<file path="config.mk">
export PLATFORM = sky130hd
export DESIGN_NAME = clk_edge_monitor_flat
export DESIGN_NICKNAME = d
export VERILOG_FILES = /design/src/rtl/clk_edge_monitor_if.sv /design/src/rtl/clk_edge_monitor.sv /design/src/flat_wrapper.sv
export SDC_FILE = /design/constraint.sdc
export NUM_CORES = 1
export LEC_CHECK = 0
export BUFFER_PORTS_ARGS = -buffer_cell sky130_fd_sc_hd__buf_2
export CAP_MARGIN = 15
export CORE_ASPECT_RATIO = 1.25
export CORE_MARGIN = 5
export CORE_UTILIZATION = 28
export DETAILED_ROUTE_END_ITERATION = 16
export PLACE_DENSITY = 0.5
export SLEW_MARGIN = 20
export SYNTH_ARGS = -nofsm -noshare
export SYNTH_HDL_FRONTEND = slang
export SYNTH_SLANG_ARGS = --single-unit
</file>
<file path="constraint.sdc">
create_clock -name clk -period 2.76 [get_ports clk]
set_input_delay 0.552 -clock clk [delete_from_list [all_inputs] [get_ports clk]]
set_output_delay 0.552 -clock clk [all_outputs]
set_load 0.05 [all_outputs]
</file>
<file path="src/rtl/clk_edge_monitor_if.sv">
// Bundles the monitored input, restart control and measurement results of clk_edge_monitor.
// The master drives mon_in/clear and observes results; the slave is the monitor itself.
interface clk_edge_monitor_if #(
   parameter int unsigned CNT_W = 16
);
   logic             mon_in;
   logic             clear;
   logic             rise_pulse;
   logic             fall_pulse;
   logic [CNT_W-1:0] high_len;
   logic [CNT_W-1:0] low_len;
   logic [CNT_W-1:0] posedge_cnt;
   logic             err_high;
   logic             err_low;
   logic             err_stuck;
   logic             done;

   modport master (
      output mon_in, clear,
      input  rise_pulse, fall_pulse, high_len, low_len, posedge_cnt,
             err_high, err_low, err_stuck, done
   );

   modport slave (
      input  mon_in, clear,
      output rise_pulse, fall_pulse, high_len, low_len, posedge_cnt,
             err_high, err_low, err_stuck, done
   );
endinterface

</file>
<file path="src/rtl/clk_edge_monitor.sv">
// Synchronizes an asynchronous clock-like signal, measures its high/low phase lengths in clk
// cycles, counts rising edges and flags out-of-tolerance or stuck behaviour.
module clk_edge_monitor #(
   parameter int unsigned CNT_W     = 16,
   parameter int unsigned EXP_HIGH  = 1,
   parameter int unsigned EXP_LOW   = 1,
   parameter int unsigned TOL       = 0,
   parameter int unsigned N_CYCLES  = 10,
   parameter int unsigned STUCK_LIM = 1000
) (
   input logic               clk,
   input logic               rst,
   clk_edge_monitor_if.slave mon_if
);
   localparam logic [CNT_W-1:0] CNT_MAX  = '1;
   localparam int unsigned      HIGH_MIN = (EXP_HIGH > TOL) ? EXP_HIGH - TOL : 32'd0;
   localparam int unsigned      HIGH_MAX = EXP_HIGH + TOL;
   localparam int unsigned      LOW_MIN  = (EXP_LOW > TOL) ? EXP_LOW - TOL : 32'd0;
   localparam int unsigned      LOW_MAX  = EXP_LOW + TOL;

   typedef enum logic [1:0] {
      WAIT_EDGE = 2'd0,
      MEASURE   = 2'd1,
      DONE      = 2'd2
   } state_e;

   state_e           state_q;
   logic             s1_q, s2_q, s3_q;
   logic [CNT_W-1:0] run_cnt_q, run_cnt_d;
   logic [CNT_W-1:0] posedge_cnt_q, posedge_cnt_d;
   logic [CNT_W-1:0] high_len_q, low_len_q;
   logic             err_high_q, err_low_q, err_stuck_q, done_q;

   logic             rise_c, fall_c;
   logic [31:0]      run_ext_c;
   logic             high_bad_c, low_bad_c, stuck_c, hit_n_c;

   // Edge strobes decode the last two synchronizer stages.
   assign rise_c = s2_q & ~s3_q;
   assign fall_c = ~s2_q & s3_q;

   // Saturating counters and tolerance checks on the run length ending this cycle.
   always_comb begin
      run_cnt_d     = run_cnt_q;
      posedge_cnt_d = posedge_cnt_q;
      if (rise_c || fall_c) begin
         run_cnt_d = CNT_W'(1);
      end else if (run_cnt_q != CNT_MAX) begin
         run_cnt_d = run_cnt_q + CNT_W'(1);
      end
      if (posedge_cnt_q != CNT_MAX) begin
         posedge_cnt_d = posedge_cnt_q + CNT_W'(1);
      end
   end

   assign run_ext_c  = 32'(run_cnt_q);
   assign high_bad_c = (run_ext_c < HIGH_MIN) || (run_ext_c > HIGH_MAX);
   assign low_bad_c  = (run_ext_c < LOW_MIN) || (run_ext_c > LOW_MAX);
   assign stuck_c    = (run_ext_c >= STUCK_LIM);
   assign hit_n_c    = (32'(posedge_cnt_d) == N_CYCLES);

   // Synchronizer, measurement state machine and result registers.
   always_ff @(posedge clk) begin
      if (rst) begin
         s1_q          <= 1'b0;
         s2_q          <= 1'b0;
         s3_q          <= 1'b0;
         state_q       <= WAIT_EDGE;
         run_cnt_q     <= '0;
         posedge_cnt_q <= '0;
         high_len_q    <= '0;
         low_len_q     <= '0;
         err_high_q    <= 1'b0;
         err_low_q     <= 1'b0;
         err_stuck_q   <= 1'b0;
         done_q        <= 1'b0;
      end else begin
         s1_q <= mon_if.mon_in;
         s2_q <= s1_q;
         s3_q <= s2_q;
         // Clear restarts measurement but keeps the synchronizer history.
         if (mon_if.clear) begin
            state_q       <= WAIT_EDGE;
            run_cnt_q     <= '0;
            posedge_cnt_q <= '0;
            high_len_q    <= '0;
            low_len_q     <= '0;
            err_high_q    <= 1'b0;
            err_low_q     <= 1'b0;
            err_stuck_q   <= 1'b0;
            done_q        <= 1'b0;
         end else begin
            run_cnt_q <= run_cnt_d;
            if ((state_q != DONE) && stuck_c) begin
               err_stuck_q <= 1'b1;
            end
            case (state_q)
               WAIT_EDGE: begin
                  if (rise_c) begin
                     posedge_cnt_q <= posedge_cnt_d;
                     if (hit_n_c) begin
                        state_q <= DONE;
                        done_q  <= 1'b1;
                     end else begin
                        state_q <= MEASURE;
                     end
                  end else if (fall_c) begin
                     state_q <= MEASURE;
                  end
               end
               MEASURE: begin
                  if (fall_c) begin
                     high_len_q <= run_cnt_q;
                     if (high_bad_c) err_high_q <= 1'b1;
                  end
                  if (rise_c) begin
                     low_len_q     <= run_cnt_q;
                     posedge_cnt_q <= posedge_cnt_d;
                     if (low_bad_c) err_low_q <= 1'b1;
                     if (hit_n_c) begin
                        state_q <= DONE;
                        done_q  <= 1'b1;
                     end
                  end
               end
               DONE: begin
               end
               default: state_q <= WAIT_EDGE;
            endcase
         end
      end
   end

   assign mon_if.rise_pulse  = rise_c;
   assign mon_if.fall_pulse  = fall_c;
   assign mon_if.high_len    = high_len_q;
   assign mon_if.low_len     = low_len_q;
   assign mon_if.posedge_cnt = posedge_cnt_q;
   assign mon_if.err_high    = err_high_q;
   assign mon_if.err_low     = err_low_q;
   assign mon_if.err_stuck   = err_stuck_q;
   assign mon_if.done        = done_q;
endmodule

</file>
<file path="src/flat_wrapper.sv">
// flat-port wrapper written by rule: the top's interface ports become plain ports
module clk_edge_monitor_flat 
#(
   parameter int unsigned CNT_W     = 16,
   parameter int unsigned EXP_HIGH  = 1,
   parameter int unsigned EXP_LOW   = 1,
   parameter int unsigned TOL       = 0,
   parameter int unsigned N_CYCLES  = 10,
   parameter int unsigned STUCK_LIM = 1000
)
  (clk, rst, mon_if_mon_in, mon_if_clear, mon_if_rise_pulse, mon_if_fall_pulse, mon_if_high_len, mon_if_low_len, mon_if_posedge_cnt, mon_if_err_high, mon_if_err_low, mon_if_err_stuck, mon_if_done);
  clk_edge_monitor_if #(.CNT_W(CNT_W)) mon_if_i ();
  input logic clk;
  input logic rst;
  input wire logic [$bits(mon_if_i.mon_in)-1:0] mon_if_mon_in;
  input wire logic [$bits(mon_if_i.clear)-1:0] mon_if_clear;
  output wire logic [$bits(mon_if_i.rise_pulse)-1:0] mon_if_rise_pulse;
  output wire logic [$bits(mon_if_i.fall_pulse)-1:0] mon_if_fall_pulse;
  output wire logic [$bits(mon_if_i.high_len)-1:0] mon_if_high_len;
  output wire logic [$bits(mon_if_i.low_len)-1:0] mon_if_low_len;
  output wire logic [$bits(mon_if_i.posedge_cnt)-1:0] mon_if_posedge_cnt;
  output wire logic [$bits(mon_if_i.err_high)-1:0] mon_if_err_high;
  output wire logic [$bits(mon_if_i.err_low)-1:0] mon_if_err_low;
  output wire logic [$bits(mon_if_i.err_stuck)-1:0] mon_if_err_stuck;
  output wire logic [$bits(mon_if_i.done)-1:0] mon_if_done;
  assign mon_if_i.mon_in = mon_if_mon_in;
  assign mon_if_i.clear = mon_if_clear;
  assign mon_if_rise_pulse = mon_if_i.rise_pulse;
  assign mon_if_fall_pulse = mon_if_i.fall_pulse;
  assign mon_if_high_len = mon_if_i.high_len;
  assign mon_if_low_len = mon_if_i.low_len;
  assign mon_if_posedge_cnt = mon_if_i.posedge_cnt;
  assign mon_if_err_high = mon_if_i.err_high;
  assign mon_if_err_low = mon_if_i.err_low;
  assign mon_if_err_stuck = mon_if_i.err_stuck;
  assign mon_if_done = mon_if_i.done;
  clk_edge_monitor #(.CNT_W(CNT_W), .EXP_HIGH(EXP_HIGH), .EXP_LOW(EXP_LOW), .TOL(TOL), .N_CYCLES(N_CYCLES), .STUCK_LIM(STUCK_LIM)) u_core (.clk(clk), .rst(rst), .mon_if(mon_if_i));
endmodule
</file>
==> results of run 1 <==
-- metal layers --
metal	routed length [um]	part of all wire	GRT usage	up-vias
met1	3960	0.46	0.165	1367
met3	423	0.049	0.0289	14
met5	0	0	0	-
met2	4140	0.48	0.207	73
li1	-	-	-	1484
met4	162	0.019	0.0668	0
-- cell families (layout without fill, tap and decap cells) --
kind of cell / count (synthesis) / in the layout / share of synthesized area
simple gates: 202 / 202 / 0.300
fa+ha+maj: 7 / 7 / 0.0266
compound gates: 59 / 59 / 0.100
buf+inv: 34 / 88 / 0.0411
flops: 73 / 73 / 0.444
xor+xnor: 21 / 21 / 0.0559
mux: 10 / 10 / 0.0320
-- sequential cells by signal, summed over array words and instances, names as in the netlist --
| register | flops |
|---|---|
| u_core.mon_if.high_len | 16 |
| u_core.mon_if.low_len | 16 |
| u_core.mon_if.posedge_cnt | 16 |
| u_core.run_cnt_q | 16 |
| u_core.state_q | 2 |
| u_core.mon_if.done | 1 |
| u_core.mon_if.err_high | 1 |
| u_core.mon_if.err_low | 1 |
| u_core.mon_if.err_stuck | 1 |
| u_core.s1_q | 1 |
| u_core.s2_q | 1 |
| u_core.s3_q | 1 |
-- report_power, final --
part / leakage [nW] / switching, mW / internal [mW] / total (mW)
combinational: 0.807 / 0.0393 / 0.0151 / 0.0544
clock: 0.144 / 0.429 / 0.722 / 1.15
sequential: 0.589 / 0.00370 / 1.06 / 1.06
-- placed cells by master (no fill, tap or decap), drive strengths merged --
cell type | Yosys | routed
a211oi | 3 | 3
a21o | 1 | 1
a21oi | 43 | 43
a22o | 1 | 1
a2bb2oi | 1 | 1
a311oi | 1 | 1
a31oi | 1 | 1
and2 | 2 | 2
and3 | 5 | 5
and4 | 5 | 5
and4b | 1 | 1
buf | 5 | 64
bufinv | 0 | 1
clkbuf | 21 | 13
clkinv | 0 | 2
dfxtp | 73 | 73
ha | 7 | 7
inv | 8 | 8
mux2 | 4 | 4
mux2i | 6 | 6
nand2 | 84 | 84
nand2b | 2 | 2
nand3 | 14 | 14
nand3b | 1 | 1
nand4 | 16 | 16
nor2 | 43 | 43
nor2b | 4 | 4
nor3 | 8 | 8
nor4 | 10 | 10
nor4b | 1 | 1
nor4bb | 1 | 1
o21ai | 5 | 5
o311a | 2 | 2
o31ai | 1 | 1
or2 | 2 | 2
or3 | 1 | 1
or4 | 2 | 2
xnor2 | 6 | 6
xor2 | 15 | 15
-- stage by stage --
step / util / area (um2) / setup WS [ns] / hold slack [ns] / total power, mW
6_report: 0.345 / 3990 / 0.312 / 0.428 / 2.27
5_1_grt: 0.345 / 3990 / 0.0965 / 0.449 / 2.35
4_1_cts: 0.345 / 3990 / 0.319 / 0.416 / 2.31
3_5_place_dp: 0.320 / 3690 / 0.323 / 0.431 / 1.14
3_3_place_gp: 0.320 / 3690 / 0.393 / 0.434 / 1.14
2_1_floorplan: - / 3290 / 0.183 / 0.414 / 1.12
-- worst reg2reg max path, cell delays in order, from the launching register on --
cell and delay [ns]:
dfxtp_1 0.45, ha_1 0.33, nand3_1 0.26, or4_4 0.49
a22o_1 0.26, nor4_2 0.32, nand3_1 0.11, o311a_1 0.12
-- path summary, 6_finish.rpt --
| kind | startpoint | end | slack (ns) | cells after the start |
|---|---|---|---|---|
| setup / recovery | u_core.mon_if.posedge_cnt[0] | u_core.state_q[0] | 0.31 | 7 |
| hold / removal | rst | u_core.s3_q | 0.43 | 2 |
| setup reg to reg | u_core.mon_if.posedge_cnt[0] | u_core.state_q[0] | 0.31 | 7 |
| hold reg to reg | u_core.s1_q | u_core.s2_q | 0.44 | 1 |
-- final cells by class --
cell class	instances	area (um2)	share of cell area
inverters	8	30.0	0.00754
well taps	138	173	0.0433
clock buffers	13	250	0.0628
repair buffers	64	338	0.0848
flip-flops and latches	73	1460	0.367
multi-input cells	299	1690	0.425
clock inverters	3	40.0	0.0100
==> impl_metrics.toml, run 1 <==
[sta]
hold_viol_final = 0
final-setup-viol-count = 0
fin_crit_ns = 2.45
period_share = 0.887
fin_worst_skew_ns = 0.00365
relSlewSlack = 0.391
worstMarginPinSlew_ns = 0.905
tns_ns = 0
maxSlewViolCount = 0
rsz0062_at_grt = "no"
max_freq_mhz = 408

[yosys]
synth-edff-count = 0
synth_top_cell_by_area = "dfxtp_1"
yosysWarningCount = 0
synth_top_area_frac = 0.444
yosysMostFrequentCell = "nand2_1"
postSynthCellCount = 406
synth.area.top_cells = "dfxtp_1 44%, nand2_1 9.6%, a21oi_1 6.5%, nor2_1 4.9%, xor2_1 4.0%"
synth.distinct_cells = 45
synthArstFlopShare = 0
ys.flop_type = "dfxtp_1"
synth_area_per_cell_um2 = 8.10
synth_commonest_cells = "84 x nand2_1, 73 x dfxtp_1, 43 x a21oi_1, 43 x nor2_1, 20 x clkbuf_1"
syn-cell-area_um2 = 3290
synth_seq_cells = 73
ys_seq_area_frac = 0.444
syn_nets = 417

[clock_tree]
cts_sinks = 73
clock_path_buffers = 2
ctsResizeCount = 0
cts_tree = "yes"
cts_buffers = 9
cts_setup_buffers = 0
cts-htree-levels = 3
clock_latency_ns = 0.33
cts-root-buf = "clkbuf_16"
postCtsHoldBufs = 0
path_clk_slew_ns = 0.06

[die]
core_region_area_um2 = 11600
die_area_um2 = 14000
io_pins = 58
row_count = 44
start_util = 0.285
die_w_um = 107
die_y_um = 131

[global_routing]
grt_pass1_wl_mm = 14.6
grt_antenna_before_repair = 0
grt_pass1_vias = 2885
grt_use_total = 0.131
grt_max_degree = 37
gr-total-overflow = 0

[critical_path]
crit_type = "reg -> reg"
slowest_delay_ns = 0.49
cp_num_buf_inv = 0
startpoint_type = "flop"
worst_path_max_delay_cell = "or4_4"
timing.critical_path.mode_cell = "nand3_1"
crit_fanout = 8
path_cells = "ha_1 -> nand3_1 -> or4_4 -> a22o_1 -> nor4_2 -> nand3_1 -> o311a_1"
critical_path_arrival_ns = 2.67
cp_top_family = "simple AND/OR/NAND/NOR gates"
required_ns = 2.98
end_kind = "flop"

[power_and_ir_drop]
powerDensity_nw_per_um2 = 569
p_leak_nw = 1.54
ir_drop_v = 0.000304

[placement]
place_congestion = 0.834
placed_cells = 582
portBuffers = 57
hpwl_mm = 6.10

[job]
cap_violations = 0

[route]
wl_per_cell_um = 14.5
vias = 2938
drc_errors = 0
postRouteAntennaNets = 0
first_pass_iters = 4
totalWireLength_mm = 8.69
drt_iter0_markers = 171
vias_per_cell = 4.91

[final_layout]
drive_gt1_frac = 0.198
final_nets = 466
syn_to_final_growth_pct = 21.1
fill_cells = 1229
finalNonFillerCells = 598
antenna_cells = 0

[status]
status = "complete, no violations"

[worst_hold_path]
hold_path_class = "in -> reg"
No activity file was read; power rests on OpenSTA's default activity.
==> inputs of run 2 (changes only) <==
- CORE_UTILIZATION: 28 -> 55
- PLACE_DENSITY: 0.5 -> 0.83
==> run 2 against run 1 <==
Effect of this change: count of clock-buffer cells in the layout shrank 3; clock skew rose by 0.0042 ns; setup slack worse by 0.042 ns.
==> impl_metrics.toml, run 2 (synthesized netlist as in run 1, its figures left out) <==
[status]
status = "complete, no violations"

[critical_path]
crit_fanout = 8
end_kind = "flop"
slowest_delay_ns = 0.50
required_ns = 2.99
worst_path_max_delay_cell = "or4_4"
timing.critical_path.mode_cell = "nand3_1"
path_cells = "ha_1 -> nand3_1 -> or4_4 -> a22o_1 -> nor4_2 -> nand3_1 -> o311a_1"
cp_top_family = "simple AND/OR/NAND/NOR gates"
critical_path_arrival_ns = 2.72
startpoint_type = "flop"
crit_type = "reg -> reg"
cp_num_buf_inv = 0

[sta]
final-setup-viol-count = 0
rsz0062_at_grt = "no"
relSlewSlack = 0.498
max_freq_mhz = 402
fin_worst_skew_ns = 0.00785
period_share = 0.902
maxSlewViolCount = 0
worstMarginPinSlew_ns = 0.746
fin_crit_ns = 2.49
tns_ns = 0
hold_viol_final = 0

[power_and_ir_drop]
seqPwrFrac = 0.555
p_comb_frac = 0.028
finalPower_mw = 1.91
clkPwrFrac = 0.417
p_sw_mw = 0.427
ir_drop_v = 0.000379
swShare = 0.223
p_int_mw = 1.48
powerDensity_nw_per_um2 = 506
p_leak_nw = 1.49

[route]
drt_iter0_markers = 134
postRouteAntennaNets = 0
vias = 2963
totalWireLength_mm = 7.70
first_pass_iters = 4
vias_per_cell = 5.65
wl_per_cell_um = 14.7
drc_errors = 0

[die]
die_w_um = 79.2
die_y_um = 96.5
io_pins = 58
row_count = 31
start_util = 0.565
core_region_area_um2 = 5820
die_area_um2 = 7640

[placement]
placed_cells = 508
place_congestion = 0.953
portBuffers = 57
hpwl_mm = 5.61

[final_layout]
layout_common_cells = "84 x nand2_1, 73 x dfxtp_1, 57 x buf_2, 43 x nor2_1, 43 x a21oi_1"
final_nets = 464
multi_input_area_um2 = 1690
syn_to_final_growth_pct = 14.8
antenna_cells = 0
fill_cells = 498
finalNonFillerCells = 524
seq_area_um2 = 1460
layout_commonest_cell = "nand2_1"
drive_gt1_frac = 0.199

[clock_tree]
clock_path_buffers = 2
cts-htree-levels = 3
cts_tree = "yes"
cts-root-buf = "clkbuf_8"
ctsResizeCount = 0
postCtsHoldBufs = 0
cts_buffers = 9
cts_sinks = 73
path_clk_slew_ns = 0.07
clock_latency_ns = 0.34
cts_setup_buffers = 0

[global_routing]
gr-total-overflow = 0
grt_pass1_wl_mm = 12.6
grt_antenna_before_repair = 0
grt_max_degree = 37
grt_use_total = 0.210
grt_pass1_vias = 2695

[worst_hold_path]
hold_path_class = "in -> reg"

[job]
cap_violations = 0
==> run 2: changes by cell type in the layout (fill, tap and decap cells not counted) <==
cell       before  now
clkbuf_16       9    0
clkbuf_8        1    9
buf_4           7    5
clkbuf_1        3    1
clkinv_2        2    4
clkinv_4        0    1
==> run 2: layout make-up <==
type	count	share of cell area
inverter	8	0.00795
tap	66	0.0219
multi-input combinational	299	0.448
sequential	73	0.387
timing repair buffer	62	0.0855
clock inverter	6	0.0156
clock buffer	10	0.0338
==> run 2: metal layers <==
| layer | vias up | routed length (um) | part of all wire | track usage |
|---|---|---|---|---|
| li1 | 1485 | - | - | - |
| met5 | - | 0 | 0 | 0 |
| met2 | 66 | 3780 | 0.49 | 0.350 |
| met1 | 1398 | 3420 | 0.44 | 0.257 |
| met3 | 14 | 371 | 0.048 | 0.0380 |
| met4 | 0 | 126 | 0.016 | 0.116 |
==> run 2: worst reg2reg max path, cell delays in order (launching register included) <==
cell     delay, ns
dfxtp_1       0.47
ha_1          0.35
nand3_1       0.26
or4_4         0.50
a22o_1        0.26
nor4_2        0.31
nand3_1       0.12
o311a_1       0.12
==> run 2: through the flow <==
stage          area, um2  hold WS (ns)  setup slack [ns]   util
2_1_floorplan       3290         0.414             0.183      -
3_3_place_gp        3590         0.422             0.432  0.617
3_5_place_dp        3590         0.436             0.319  0.617
4_1_cts             3780         0.403             0.298  0.649
5_1_grt             3780         0.408             0.130  0.649
6_report            3780         0.415             0.270  0.649
==> run 2: power groups by stage <==
stage	clock network [mW]	logic [mW]	registers, mW
floorplan	0	0.0364	1.09
global placement	0	0.0521	1.08
detailed placement	0	0.0537	1.08
CTS	0.814	0.0539	1.06
global route	0.861	0.0593	1.06
finish	0.798	0.0533	1.06
==> run 2: final timing paths <==
| kind | startpoint | endpoint | slack, ns | cells past startpoint |
|---|---|---|---|---|
| setup / recovery | u_core.mon_if.posedge_cnt[0] | u_core.state_q[0] | 0.27 | 7 |
| setup reg to reg | u_core.mon_if.posedge_cnt[0] | u_core.state_q[0] | 0.27 | 7 |
| hold / removal | rst | u_core.s1_q | 0.42 | 2 |
| hold reg to reg | u_core.s1_q | u_core.s2_q | 0.45 | 1 |
==> inputs of run 3 (changes only) <==
- CORE_UTILIZATION: 55 -> 50
- PLACE_DENSITY: 0.83 -> 0.79
- clock period: 2.76 -> 2.2 ns (I/O delays scaled with it)
==> run 3 against run 2 <==
Effect of this change: wire length is 5.3% higher; first-iteration DRC count is 19% higher; non-clock buffer count rose by 14; sequential power grew 25%; clock skew rose by 0.0011 ns; core utilization is 3.6 points lower; maximum frequency is 17% higher; total power rose by 29%; die area rose by 8.8%; critical path type unchanged.
==> impl_metrics.toml, run 3 (synthesized netlist as in run 1, its figures left out) <==
[status]
status = "complete, no violations"

[critical_path]
critical_path_arrival_ns = 2.36
startpoint_type = "flop"
r2r-start = "u_core.mon_if.posedge_cnt[1]"
critPathLaunch = "u_core.mon_if.posedge_cnt[1]"
required_ns = 2.44
crit_fanout = 7
crit_type = "reg -> reg"
end_kind = "flop"

[sta]
rsz0062_at_grt = "no"
hold_viol_final = 0
maxSlewViolCount = 0
final-setup-viol-count = 0
worstMarginPinSlew_ns = 0.576
max_freq_mhz = 471
tns_ns = 0
fin_worst_skew_ns = 0.00897
fin_crit_ns = 2.12
period_share = 0.965
relSlewSlack = 0.616
hold_ws_ns = 0.299

[clock_tree]
postCtsHoldBufs = 0
cts_tree = "yes"
cts_sinks = 73
cts-htree-levels = 3
cts-root-buf = "clkbuf_8"
clock_path_buffers = 2
cts_buffers = 9
path_clk_slew_ns = 0.08
clock_latency_ns = 0.35

[worst_hold_path]
hold_start = "rst"
hold_path_class = "in -> reg"

[global_routing]
gr-total-overflow = 0
grt_antenna_before_repair = 0
grt_max_degree = 26
grt_use_total = 0.202
grt_pass1_wl_mm = 12.9
grt_pass1_vias = 2744

[route]
drt_iter0_markers = 160
vias = 3007
postRouteAntennaNets = 0
wl_per_cell_um = 14.5
totalWireLength_mm = 8.10
drc_errors = 0
first_pass_iters = 5
vias_per_cell = 5.39

[final_layout]
syn_to_final_growth_pct = 20.9
multi_input_area_um2 = 1710
layout_commonest_cell = "nand2_1"
seq_area_um2 = 1490
layout_common_cells = "84 x nand2_1, 57 x buf_2, 57 x dfxtp_1, 43 x nor2_1, 43 x a21oi_1"
final_cell_area_um2 = 3980
antenna_cells = 0
final_nets = 478
drive_gt1_frac = 0.263
fill_cells = 594

[placement]
hpwl_mm = 5.95
placed_area_um2 = 3760
place_congestion = 0.889
portBuffers = 57

[die]
io_pins = 58
row_count = 33
die_y_um = 101
die_w_um = 82.5
core_region_area_um2 = 6480
die_area_um2 = 8310
start_util = 0.507

[job]
cap_violations = 0

[power_and_ir_drop]
ir_drop_v = 0.000412
p_leak_nw = 1.56
powerDensity_nw_per_um2 = 621
## run 3: per-layer routing
layer,routed length [um],up-vias,track usage
met3,395,23,0.0394
met5,0,-,0
li1,-,1510,-
met1,3470,1391,0.248
met2,3970,83,0.327
met4,268,0,0.113
## run 3: where the power goes
part	internal, mW	total (mW)	switching (mW)
clock network	0.581	1.07	0.493
logic	0.0220	0.0723	0.0503
registers	1.32	1.32	0.00290
## run 3: worst max-delay path, cell delays in order (launching register included)
cell     delay [ns]
dfxtp_4        0.38
ha_2           0.18
nand3_1        0.18
or4_4          0.47
a22o_1         0.27
nor4_4         0.29
nand3_1        0.11
o311a_1        0.12
## run 3: cell type report
class	count	share of cell area
Clock buffer	11	0.0381
Clock inverter	4	0.0129
Inverter	8	0.00755
Multi-Input combinational cell	299	0.431
Sequential cell	73	0.376
Tap cell	87	0.0274
Timing Repair Buffer	76	0.108
## run 3: timing repair
item / 4_1_cts / 5_1_grt
setup endpoints to repair: 0 / 3
setup buffers: 0 / 0
gates resized for setup: 0 / 2
## run 3: final timing paths
kind | endpoint | slack (ns) | cells after the start
max reg2reg | u_core.state_q[0] | 0.08 | 7
min | u_core.s3_q | 0.30 | 2
max | u_core.state_q[0] | 0.08 | 7
min reg2reg | u_core.s2_q | 0.44 | 1
## run 3: stage by stage
stage | worst slack [ns] | util | power, mW | instances
after floorplan | 0.00490 | - | 1.40 | 406
after global placement | 0.142 | 0.580 | 1.42 | 543
after detailed placement | 0.0772 | 0.580 | 1.43 | 543
after CTS | 0.0540 | 0.611 | 2.50 | 558
after global routing | 0.00652 | 0.613 | 2.56 | 558
final | 0.0771 | 0.613 | 2.47 | 558
